`config.mk`:
```
export PLATFORM = sky130hd
export DESIGN_NAME = eth_tx_arbiter
export DESIGN_NICKNAME = d
export VERILOG_FILES = /design/src/rtl/eth_pkg.sv /design/src/rtl/eth_rr_pick.sv /design/src/rtl/eth_tx_arbiter.sv
export SDC_FILE = /design/constraint.sdc
export NUM_CORES = 1
export LEC_CHECK = 0
export BUFFER_PORTS_ARGS = -buffer_cell sky130_fd_sc_hd__clkbuf_2
export CAP_MARGIN = 30
export CORE_MARGIN = 1
export CORE_UTILIZATION = 40
export CTS_CLUSTER_SIZE = 10
export DETAILED_ROUTE_END_ITERATION = 6
export HOLD_SLACK_MARGIN = 0.03
export PLACE_DENSITY = 0.71
export SLEW_MARGIN = 10
export SYNTH_ARGS = -nofsm -noshare
export SYNTH_HDL_FRONTEND = slang
export SYNTH_SLANG_ARGS = --single-unit
```
`constraint.sdc`:
```
create_clock -name clk -period 2.5 [get_ports clk]
set_clock_uncertainty 0.15 [all_clocks]
set_input_delay 0 -clock clk [delete_from_list [all_inputs] [get_ports clk]]
set_output_delay 0 -clock clk [all_outputs]
set_load 0.02 [all_outputs]
```
`src/rtl/eth_pkg.sv`:
```
// Shared definitions for the GMII transmit arbiter.
// Latency: n/a (types and constants only).
// Backpressure: n/a.
package eth_pkg;

    // Arbiter sequencing states
    typedef enum logic [1:0] {
        ST_IDLE  = 2'd0,
        ST_START = 2'd1,
        ST_XMIT  = 2'd2,
        ST_GAP   = 2'd3
    } state_t;

    // Arbitration modes, as seen on the selector's mode input
    localparam logic ARB_FIXED = 1'b0;
    localparam logic ARB_RR    = 1'b1;

    // Default inter-frame gap in GMII clock cycles
    localparam int IFG_DEFAULT = 12;

endpackage

```
`src/rtl/eth_rr_pick.sv`:
```
// Combinational winner selector: fixed-priority or round-robin from a pointer.
// Latency: 0 cycles (pure combinational).
// Backpressure: none; the owner samples the result only when it can accept a grant.
//
// Ports:
//   i_pending  pending request bits
//   i_ptr      round-robin search start index
//   i_mode     ARB_FIXED (lowest index wins) or ARB_RR (search from i_ptr, wrapping)
//   o_win_oh   one-hot winner, zero when nothing is pending
//   o_win_idx  index of the winner, zero when nothing is pending
module eth_rr_pick
    import eth_pkg::*;
#(
    parameter int NUM_CH = 2,
    parameter int IDX_W  = 1
) (
    input  logic [NUM_CH-1:0] i_pending,
    input  logic [IDX_W-1:0]  i_ptr,
    input  logic              i_mode,
    output logic [NUM_CH-1:0] o_win_oh,
    output logic [IDX_W-1:0]  o_win_idx
);

    logic w_found;
    int   w_cand;

    // Walk candidates in search order; the first pending one wins.
    always_comb begin
        o_win_oh  = '0;
        o_win_idx = '0;
        w_found   = 1'b0;
        w_cand    = 0;
        for (int k = 0; k < NUM_CH; k++) begin
            w_cand = (i_mode == ARB_RR) ? int'(i_ptr) + k : k;
            if (w_cand >= NUM_CH) begin
                w_cand = w_cand - NUM_CH;
            end
            if (!w_found && i_pending[w_cand]) begin
                w_found          = 1'b1;
                o_win_oh[w_cand] = 1'b1;
                o_win_idx        = IDX_W'(w_cand);
            end
        end
    end

endmodule

```
`src/rtl/eth_tx_arbiter.sv`:
```
// N-channel GMII TX arbiter: latches requests, grants one channel, muxes its byte stream.
// Latency: start pulse 2 cycles after a request into an idle block; gmii_* lag the winner by 1 cycle.
// Backpressure: requests are held in a pending register until served; no flow control on the data path.
//
// Ports:
//   clk, rst_n      GMII TX clock, asynchronous active-low reset
//   ch_req          per-channel request (pulse or level)
//   ch_start        one-cycle start pulse to the granted channel
//   ch_done         per-channel frame-complete pulse (only the owner's is observed)
//   ch_tx_en/ch_txd per-channel GMII stream, channel i at ch_txd[i*DATA_W +: DATA_W]
//   gmii_tx_en/txd  registered shared stream; txd forced to 0 when tx_en is 0
//   grant           one-hot owner, zero outside START/XMIT
//   busy            high whenever the state is not IDLE
//   timeout_err     one-cycle pulse when the watchdog aborts a frame
module eth_tx_arbiter
    import eth_pkg::*;
#(
    parameter int NUM_CH         = 2,
    parameter int DATA_W         = 8,
    parameter int ARB_MODE       = 1,
    parameter int IFG_CYCLES     = IFG_DEFAULT,
    parameter int TIMEOUT_CYCLES = 4096
) (
    input  logic                     clk,
    input  logic                     rst_n,
    input  logic [NUM_CH-1:0]        ch_req,
    output logic [NUM_CH-1:0]        ch_start,
    input  logic [NUM_CH-1:0]        ch_done,
    input  logic [NUM_CH-1:0]        ch_tx_en,
    input  logic [NUM_CH*DATA_W-1:0] ch_txd,
    output logic                     gmii_tx_en,
    output logic [DATA_W-1:0]        gmii_txd,
    output logic [NUM_CH-1:0]        grant,
    output logic                     busy,
    output logic                     timeout_err
);

    localparam int   IDX_W    = (NUM_CH > 1) ? $clog2(NUM_CH) : 1;
    localparam int   IFG_EFF  = (IFG_CYCLES < 1) ? 1 : IFG_CYCLES;
    localparam int   GAP_W    = $clog2(IFG_EFF + 1);
    localparam int   WD_W     = (TIMEOUT_CYCLES > 0) ? $clog2(TIMEOUT_CYCLES + 1) : 1;
    localparam int   WD_LIM   = (TIMEOUT_CYCLES > 0) ? TIMEOUT_CYCLES - 1 : 0;
    localparam logic MODE_BIT = (ARB_MODE == 1) ? ARB_RR : ARB_FIXED;

    state_t              r_state;
    logic [NUM_CH-1:0]   r_pending;
    logic [IDX_W-1:0]    r_ptr;
    logic [NUM_CH-1:0]   r_grant;
    logic [IDX_W-1:0]    r_idx;
    logic [NUM_CH-1:0]   r_start;
    logic                r_tx_en;
    logic [DATA_W-1:0]   r_txd;
    logic                r_timeout;
    logic [WD_W-1:0]     r_wd;
    logic [GAP_W-1:0]    r_gap;

    logic [NUM_CH-1:0]   w_win_oh;
    logic [IDX_W-1:0]    w_win_idx;
    logic [IDX_W-1:0]    w_ptr_next;
    logic [NUM_CH-1:0]   w_pend_clr;
    logic                w_sel_en;
    logic [DATA_W-1:0]   w_sel_txd;
    logic                w_sel_done;
    logic                w_wd_hit;

    eth_rr_pick #(
        .NUM_CH (NUM_CH),
        .IDX_W  (IDX_W)
    ) u_pick (
        .i_pending (r_pending),
        .i_ptr     (r_ptr),
        .i_mode    (MODE_BIT),
        .o_win_oh  (w_win_oh),
        .o_win_idx (w_win_idx)
    );

    // Owner's view of the per-channel inputs; everything else is ignored.
    assign w_sel_en   = ch_tx_en[r_idx];
    assign w_sel_txd  = ch_txd[r_idx*DATA_W +: DATA_W];
    assign w_sel_done = ch_done[r_idx];

    assign w_ptr_next = (w_win_idx == IDX_W'(NUM_CH - 1)) ? '0 : w_win_idx + IDX_W'(1);
    assign w_wd_hit   = (TIMEOUT_CYCLES != 0) && (r_wd == WD_W'(WD_LIM));

    // The owner's bit is dropped in START; a request in that same cycle re-sets it.
    assign w_pend_clr = (r_state == ST_START) ? r_grant : '0;

    always_ff @(posedge clk or negedge rst_n) begin
        if (!rst_n) begin
            r_pending <= '0;
        end else begin
            r_pending <= (r_pending & ~w_pend_clr) | ch_req;
        end
    end

    always_ff @(posedge clk or negedge rst_n) begin
        if (!rst_n) begin
            r_state   <= ST_IDLE;
            r_ptr     <= '0;
            r_grant   <= '0;
            r_idx     <= '0;
            r_start   <= '0;
            r_timeout <= 1'b0;
            r_wd      <= '0;
            r_gap     <= '0;
        end else begin
            r_start   <= '0;
            r_timeout <= 1'b0;
            case (r_state)
                ST_IDLE: begin
                    if (|r_pending) begin
                        r_grant <= w_win_oh;
                        r_idx   <= w_win_idx;
                        r_start <= w_win_oh;
                        if (MODE_BIT == ARB_RR) begin
                            r_ptr <= w_ptr_next;
                        end
                        r_state <= ST_START;
                    end
                end
                ST_START: begin
                    r_wd    <= '0;
                    r_state <= ST_XMIT;
                end
                ST_XMIT: begin
                    if (w_sel_done) begin
                        r_grant <= '0;
                        r_gap   <= '0;
                        r_state <= ST_GAP;
                    end else if (w_wd_hit) begin
                        r_grant   <= '0;
                        r_gap     <= '0;
                        r_timeout <= 1'b1;
                        r_state   <= ST_GAP;
                    end else if (r_wd != {WD_W{1'b1}}) begin
                        r_wd <= r_wd + WD_W'(1);
                    end
                end
                ST_GAP: begin
                    if (r_gap == GAP_W'(IFG_EFF - 1)) begin
                        r_state <= ST_IDLE;
                    end else begin
                        r_gap <= r_gap + GAP_W'(1);
                    end
                end
                default: r_state <= ST_IDLE;
            endcase
        end
    end

    // Output stage: only the owner's stream in XMIT passes; data is zeroed when idle.
    always_ff @(posedge clk or negedge rst_n) begin
        if (!rst_n) begin
            r_tx_en <= 1'b0;
            r_txd   <= '0;
        end else begin
            r_tx_en <= (r_state == ST_XMIT) && w_sel_en;
            r_txd   <= ((r_state == ST_XMIT) && w_sel_en) ? w_sel_txd : '0;
        end
    end

    assign ch_start    = r_start;
    assign grant       = r_grant;
    assign busy        = (r_state != ST_IDLE);
    assign timeout_err = r_timeout;
    assign gmii_tx_en  = r_tx_en;
    assign gmii_txd    = r_txd;

endmodule

```
* After elaboration in Yosys (flattened, before gate mapping)
Cells that the tools add are included.
** Operators by class
- Shifts and indexed selects :: 1
- Reduce and logical (&&, ||, !) cells :: 16
- Muxes and demuxes :: 46
- Magnitude comparators :: 7
- Add/subtract/negate cells :: 6
- Equal/unequal tests :: 13
- Bitwise logic cells :: 4
** Operators with widths (count)
- greater-or-equal comparator 32 x 1 -> 1 bit (second input constant) :: 2
- less-than comparator 32 x 3 -> 1 bit (second input constant) :: 2
- two-way mux 32 bit :: 2
- two-way mux 13 bit :: 3
- greater-or-equal comparator 32 x 3 -> 1 bit (second input constant) :: 1
- subtractor 32 x 3 -> 32 bit (second input constant) :: 1
- case mux 13 bit (2 select lines) :: 1
- two-way mux 2 bit :: 12
- two-way mux 1 bit :: 19
- indexed part select 16 x 5 -> 8 bit :: 1
- adder 13 x 1 -> 13 bit (second input constant) :: 1
- equality test 13 x 12 -> 1 bit (second input constant) :: 1
- inequality test 13 bit (second input constant) :: 1
- two-way mux 4 bit :: 3
- inequality test 2 bit (second input constant) :: 6
- AND reduction 3 bit :: 3
- two-way mux 8 bit :: 1
- case mux 2 bit (4 select lines) :: 1
- case mux 4 bit (2 select lines) :: 1
- nonzero test 2 bit :: 4
- adder 4 x 1 -> 4 bit (second input constant) :: 1
- equality test 2 bit (second input constant) :: 2
- equality test 4 bit (second input constant) :: 1
- logical AND 1 bit :: 4
- other kinds (17) :: 19
** Storage, ports and cells
- Word-level logic and storage cells :: 104
- Bits of input ports :: 24
- Flip-flop bits (word level) :: 37
- Output and inout bits :: 15

* Longest topological paths before layout
- Depth in word-level cells :: 11
- Gate-level depth with buffers :: 6
- Depth with buffers taken out :: 6

* Hierarchy
From an unflattened synthesis, not the netlist that was laid out.
** Unflattened totals
- Cell total of the unflattened synthesis :: 199
- Area total of the unflattened synthesis :: 2031.9 um^2
** By module, submodules not included
- eth_tx_arbiter :: instances 1, cells an instance 194, area an instance 2003.2 um^2
- eth_rr_pick :: instances 1, cells an instance 5, area an instance 28.8 um^2

* Worst setup path before layout
OpenSTA, ideal clock, no wires.
- Path type :: register to register
- From :: register r_state[0]
- To :: register r_state[1]
- Library setup time :: 0.128 ns
- Path slack :: 0.593 ns
- Stages on the path, launching flop included :: 7
- Data required time :: 2.222 ns
- Buffers on the path :: 0
- Data arrival time :: 1.629 ns
- Clock period less this slack :: 1.907 ns
- Cell sequence :: dfrtp_1 inv_1 ha_1 inv_1 or3_1 o211ai_2 mux2_1
** On the way
- Word-level cells in the longest chain between the ends :: 3
- Elaborated cells between the ends (all ways) :: 9
** Ends and longest elaborated chain
- start: declaration :: RTL line eth_tx_arbiter.sv:45 : state_t r_state;
- start signal: assignment :: RTL line eth_tx_arbiter.sv:98 : r_state <= ST_IDLE;
- start signal: assignment :: RTL line eth_tx_arbiter.sv:118 : r_state <= ST_START;
- start signal: assignment :: RTL line eth_tx_arbiter.sv:123 : r_state <= ST_XMIT;
- equality test 2 bit or zero test 2 bit (tied branches) :: RTL line eth_tx_arbiter.sv:109 : case (r_state)
- inequality test 3 bit (no source line) or inequality test 2 bit (tied branches)
- AND reduction 3 bit (no source line)
Several ways; a longest one is shown, not always the timed one.
A chain may end at the register's enable or synchronous reset.

* Worst setup path in the final report
- From :: register r_idx
- To :: register r_wd[10]
** On the way
- Word-level cells in the longest chain between the ends :: 4
** Ends and longest elaborated chain
- start: declaration :: RTL line eth_tx_arbiter.sv:49 : logic [IDX_W-1:0] r_idx;
- start signal: assignment :: RTL line eth_tx_arbiter.sv:113 : r_idx <= w_win_idx;
- two-way mux 1 bit (implied by the code) (2 in series) :: RTL line eth_tx_arbiter.sv:80 : assign w_sel_done = ch_done[r_idx];
- inequality test 2 bit (no source line)
- AND reduction 4 bit (no source line)
- end signal: assignment :: RTL line eth_tx_arbiter.sv:136 : r_wd <= r_wd + WD_W'(1);
- end: declaration :: RTL line eth_tx_arbiter.sv:54 : logic [WD_W-1:0] r_wd;
Every way passes these cells. The select of a mux whose other input is x is not followed.

==> flow_metrics.py <==
metrics = {
    "sta": {
        "setup-tns-final_ps": 0,
        "period_minus_slack_ps": 2080,
        "final_min_period_over_clock_period_pct": 83.2,
        "rsz0062_at_grt": "no",
        "fin_worst_hold_slack_ps": 34.5,
        "number_of_failing_hold_endpoints_at_the_final_stage": 0,
        "worst_slew_margin_rel_pct": 69.5,
        "max_transition_viols_final": 0,
        "final_number_of_setup_violating_endpoints": 0,
        "fmax_mhz": 481,
        "timing_worst_slew_pin_value_ps": 456,
    },
    "outcome": {
        "status": "finished, final reports clean",
    },
    "power_and_ir_drop": {
        "powerDensity_mw_per_mm2": 899,
        "power.leakage_nw": 1.16,
        "switching_power_mw": 0.888,
        "power.total_mw": 2.24,
        "internal_power_mw": 1.35,
        "power.share.clock_pct": 18.1,
        "share_comb_of_total_power_pct": 44.1,
        "vdd_ir_drop_max_v": 0.000512,
        "power.share.sequential_pct": 37.7,
        "switching_share_pct": 39.6,
    },
    "floorplanning": {
        "core_region_area_mm2": 0.00447,
        "die_area_mm2": 0.00505,
        "die_width_um": 71.1,
        "top_level_ports": 39,
        "row_cnt": 24,
        "starting_density_pct": 42.7,
        "die_height_um": 71.1,
    },
    "routing": {
        "routed_wirelength_mm": 4.47,
        "route.antenna.remaining_nets": 0,
        "highest-signal-layer": "met4",
        "drc": 0,
        "routedWlPerCell_um": 14.9,
        "firstDrtPassIters": 4,
        "met3RoutedLength_um": 273,
        "dr.first_iter.drc_count": 78,
        "wl_met2_mm": 2.05,
        "avgViaCountPerCell": 5.57,
        "vias": 1671,
        "routedLengthMet1_mm": 2.03,
    },
    "yosys": {
        "synth_flop_cell": "sky130_fd_sc_hd__dfrtp_1",
        "synth.mux.area_fraction_pct": 9.24,
        "synth.avg_cell_area_um2": 10.6,
        "synth_edf_count": 0,
        "post_synth_instance_area_mm2": 0.00191,
        "postSynthCellCount": 180,
        "async_reset_ff_share_pct": 100,
        "synth-seq-cells": 37,
        "simple_gate_share_of_the_synthesized_area_pct": 19.7,
        "largest_family_of_logic_cells_by_synthesized_area": "simple AND/OR/NAND/NOR gates",
        "synth.lib_cells_used.distinct": 49,
        "synth-xor-area-share_pct": 0,
        "post_synth_fa_ha_maj_area_fraction_pct": 3.93,
        "net_count_after_synthesis": 210,
        "synth-compound-area-share_pct": 15.1,
        "yosys_warnings": 0,
        "seq_area_frac_synth_pct": 48.5,
    },
    "hold_path": {
        "min_path_type": "in2reg",
        "min-delay-start": "ch_done[1]",
    },
    "grt": {
        "vias_in_the_first_global_route": 1692,
        "grt_use_total_pct": 20.3,
        "grt_pass1_wl_mm": 7.81,
        "grt_start_max_net_pins": 38,
        "globalRouteOverflowTotal": 0,
        "antenna_violations_before_repair": 0,
    },
    "clock_tree": {
        "number_of_clock_buffers_inserted_by_tritoncts": 5,
        "clock_sinks": 37,
        "cts_buffer_depth": 2,
        "library_cell_used_as_clock_root_buffer": "sky130_fd_sc_hd__clkbuf_8",
        "clock_tree_from_tritoncts": "done",
        "post-cts-setup-buffers": 0,
        "cts_max_level": 2,
        "clock_latency_ps": 290,
        "worst_setup_hold_path_clk_slew_ps": 70,
    },
    "layout": {
        "finish.net_count": 277,
        "finalNonFillerCells": 300,
        "drive_above_1_share_pct": 24.2,
        "antennaDiodeCount": 0,
        "fin_util_pct": 55.8,
        "area_delta_synth_final_pct": 30.7,
    },
    "worst_setup_path": {
        "crit-reg2reg-capture": "r_wd[10]$_DFFE_PN0P_",
        "crit_start": "r_idx$_DFFE_PN0P_",
        "worst_setup_path_start_kind": "flip-flop",
        "critical_path_data_required_time_ps": 2520,
        "crit_end": "r_wd[10]$_DFFE_PN0P_",
        "path_max_fanout": 4,
        "timing.reg2reg.setup_slack_ps": 420,
        "timing.critical_path.to_type": "flip-flop",
        "worst-r2r-cell-count": 5,
        "worstPathArrival_ps": 2100,
        "rr_startpoint": "r_idx$_DFFE_PN0P_",
        "crit_type": "reg2reg",
    },
    "place": {
        "dp.cells": 269,
        "io_buffer_count": 38,
        "gp_congestion": 0.881,
        "detailed_place_hpwl_mm": 2.86,
    },
    "flow_run": {
        "max_cap_viol_count": 0,
    },
}
==> metal layers <==
layer,up-vias,global-route usage [%]
li1,806,-
met1,792,25.7
met2,61,31.6
met3,12,5.70
met4,0,10.9
met5,-,0
==> cells in the final DEF (no fill, tap or decap), drive strengths merged, types with 2 or more instances in the layout <==
cell and count:
o211ai 3, and3 3, o221ai 2, nand3 6
o21ai 4, inv 12, ha 6, clkbuf 44
buf 5, and2 2, a21oi 5, dlygate4sd3 22
dfrtp 37, nor2 16, o22ai 2, nand4 6
nor3b 2, o311ai 5, nand2 17, mux2i 13
nor4 3, a21o 3, or4 4, a22o 2
o41ai 2, o31ai 3, mux2 3, clkinv 2
==> Yosys cell counts, types with 2 or more instances <==
cell,instances,area share (%)
sky130_fd_sc_hd__o311ai_0,3,1.4
sky130_fd_sc_hd__or4_1,4,1.6
sky130_fd_sc_hd__nand4_1,5,1.6
sky130_fd_sc_hd__ha_1,6,3.9
sky130_fd_sc_hd__and2_1,2,0.66
sky130_fd_sc_hd__a21oi_1,5,1.3
sky130_fd_sc_hd__o31ai_1,3,1.2
sky130_fd_sc_hd__o221ai_1,2,0.92
sky130_fd_sc_hd__clkbuf_1,2,0.39
sky130_fd_sc_hd__o41ai_1,2,0.92
sky130_fd_sc_hd__nand2_1,17,3.3
sky130_fd_sc_hd__o311ai_1,2,0.92
sky130_fd_sc_hd__nor3b_1,2,0.79
sky130_fd_sc_hd__inv_1,11,2.2
sky130_fd_sc_hd__and3_1,3,0.98
sky130_fd_sc_hd__o21ai_0,4,1.0
sky130_fd_sc_hd__dfrtp_1,37,48
sky130_fd_sc_hd__nand3_1,5,1.3
sky130_fd_sc_hd__a22o_1,2,0.92
sky130_fd_sc_hd__buf_2,3,0.79
sky130_fd_sc_hd__mux2_2,2,1.2
sky130_fd_sc_hd__nor2_1,16,3.1
sky130_fd_sc_hd__mux2i_1,12,6.3
sky130_fd_sc_hd__a21o_1,3,1.2
sky130_fd_sc_hd__o211ai_1,2,0.79
sky130_fd_sc_hd__o22ai_1,2,0.66
==> worst min-delay path by stage <==
stage | cells after the start | endpoint
2_1_floorplan | 0 | ch_start[0]$_DFF_PN0_
3_3_place_gp | 1 | timeout_err$_DFF_PN0_
3_5_place_dp | 1 | timeout_err$_DFF_PN0_
4_1_cts | 4 | r_wd[3]$_DFFE_PN0P_
5_1_grt | 4 | r_wd[5]$_DFFE_PN0P_
6_report | 4 | r_wd[3]$_DFFE_PN0P_
==> final cells by class <==
| type | count | area [um2] |
|---|---|---|
| Sequential cell | 37 | 926 |
| Clock buffer | 6 | 72.6 |
| Tap cell | 52 | 65.1 |
| Multi-Input combinational cell | 126 | 916 |
| Inverter | 12 | 45.0 |
| Fill cell | 384 | 1980 |
| Clock inverter | 2 | 10.0 |
| Timing Repair Buffer | 65 | 460 |
==> power groups by stage <==
stage	sequential [mW]	combinational, mW	clock (mW)
2_1_floorplan	0.912	0.575	0
3_3_place_gp	0.853	0.880	0
3_5_place_dp	0.856	0.899	0
4_1_cts	0.846	0.978	0.417
5_1_grt	0.866	1.10	0.437
6_report	0.846	0.990	0.406
==> sequential cells by signal, summed over array words and instances (netlist names) <==
| signal | cells |
|---|---|
| r_idx | 1 |
| r_wd | 13 |
| r_pending | 2 |
| ch_start | 2 |
| r_ptr | 1 |
| gmii_tx_en | 1 |
| grant | 2 |
| timeout_err | 1 |
| gmii_txd | 8 |
| r_gap | 4 |
| r_state | 2 |
==> cell families after synthesis <==
logic type / after synthesis
AO/OA/AOI/OAI: 38
flip-flops: 37
adder cells (fa/ha/maj): 6
AND/OR/NAND/NOR: 66
multiplexers: 16
buffers and inverters: 17
==> per-stage QoR <==
| step | area, um2 | setup WS, ps |
|---|---|---|
| floorplan | 1910 | 593 |
| global placement | 2170 | 537 |
| detailed placement | 2170 | 476 |
| CTS | 2460 | 424 |
| global route | 2490 | 294 |
| finish | 2490 | 420 |
==> worst max-delay path, stage by stage (launching register included) <==
cell                            delay [ps]
sky130_fd_sc_hd__dfrtp_1               410
sky130_fd_sc_hd__mux2i_4               280
sky130_fd_sc_hd__dlygate4sd3_1         610
sky130_fd_sc_hd__nand4_1               170
sky130_fd_sc_hd__mux2_2                270
sky130_fd_sc_hd__nand3_1                70
==> repair_timing <==
| action | in CTS | in global routing |
|---|---|---|
| resized for setup | 0 | 0 |
| hold endpoints to repair | 49 | 5 |
| hold buffers | 21 | 1 |
Power figures use the tool's default switching activity.
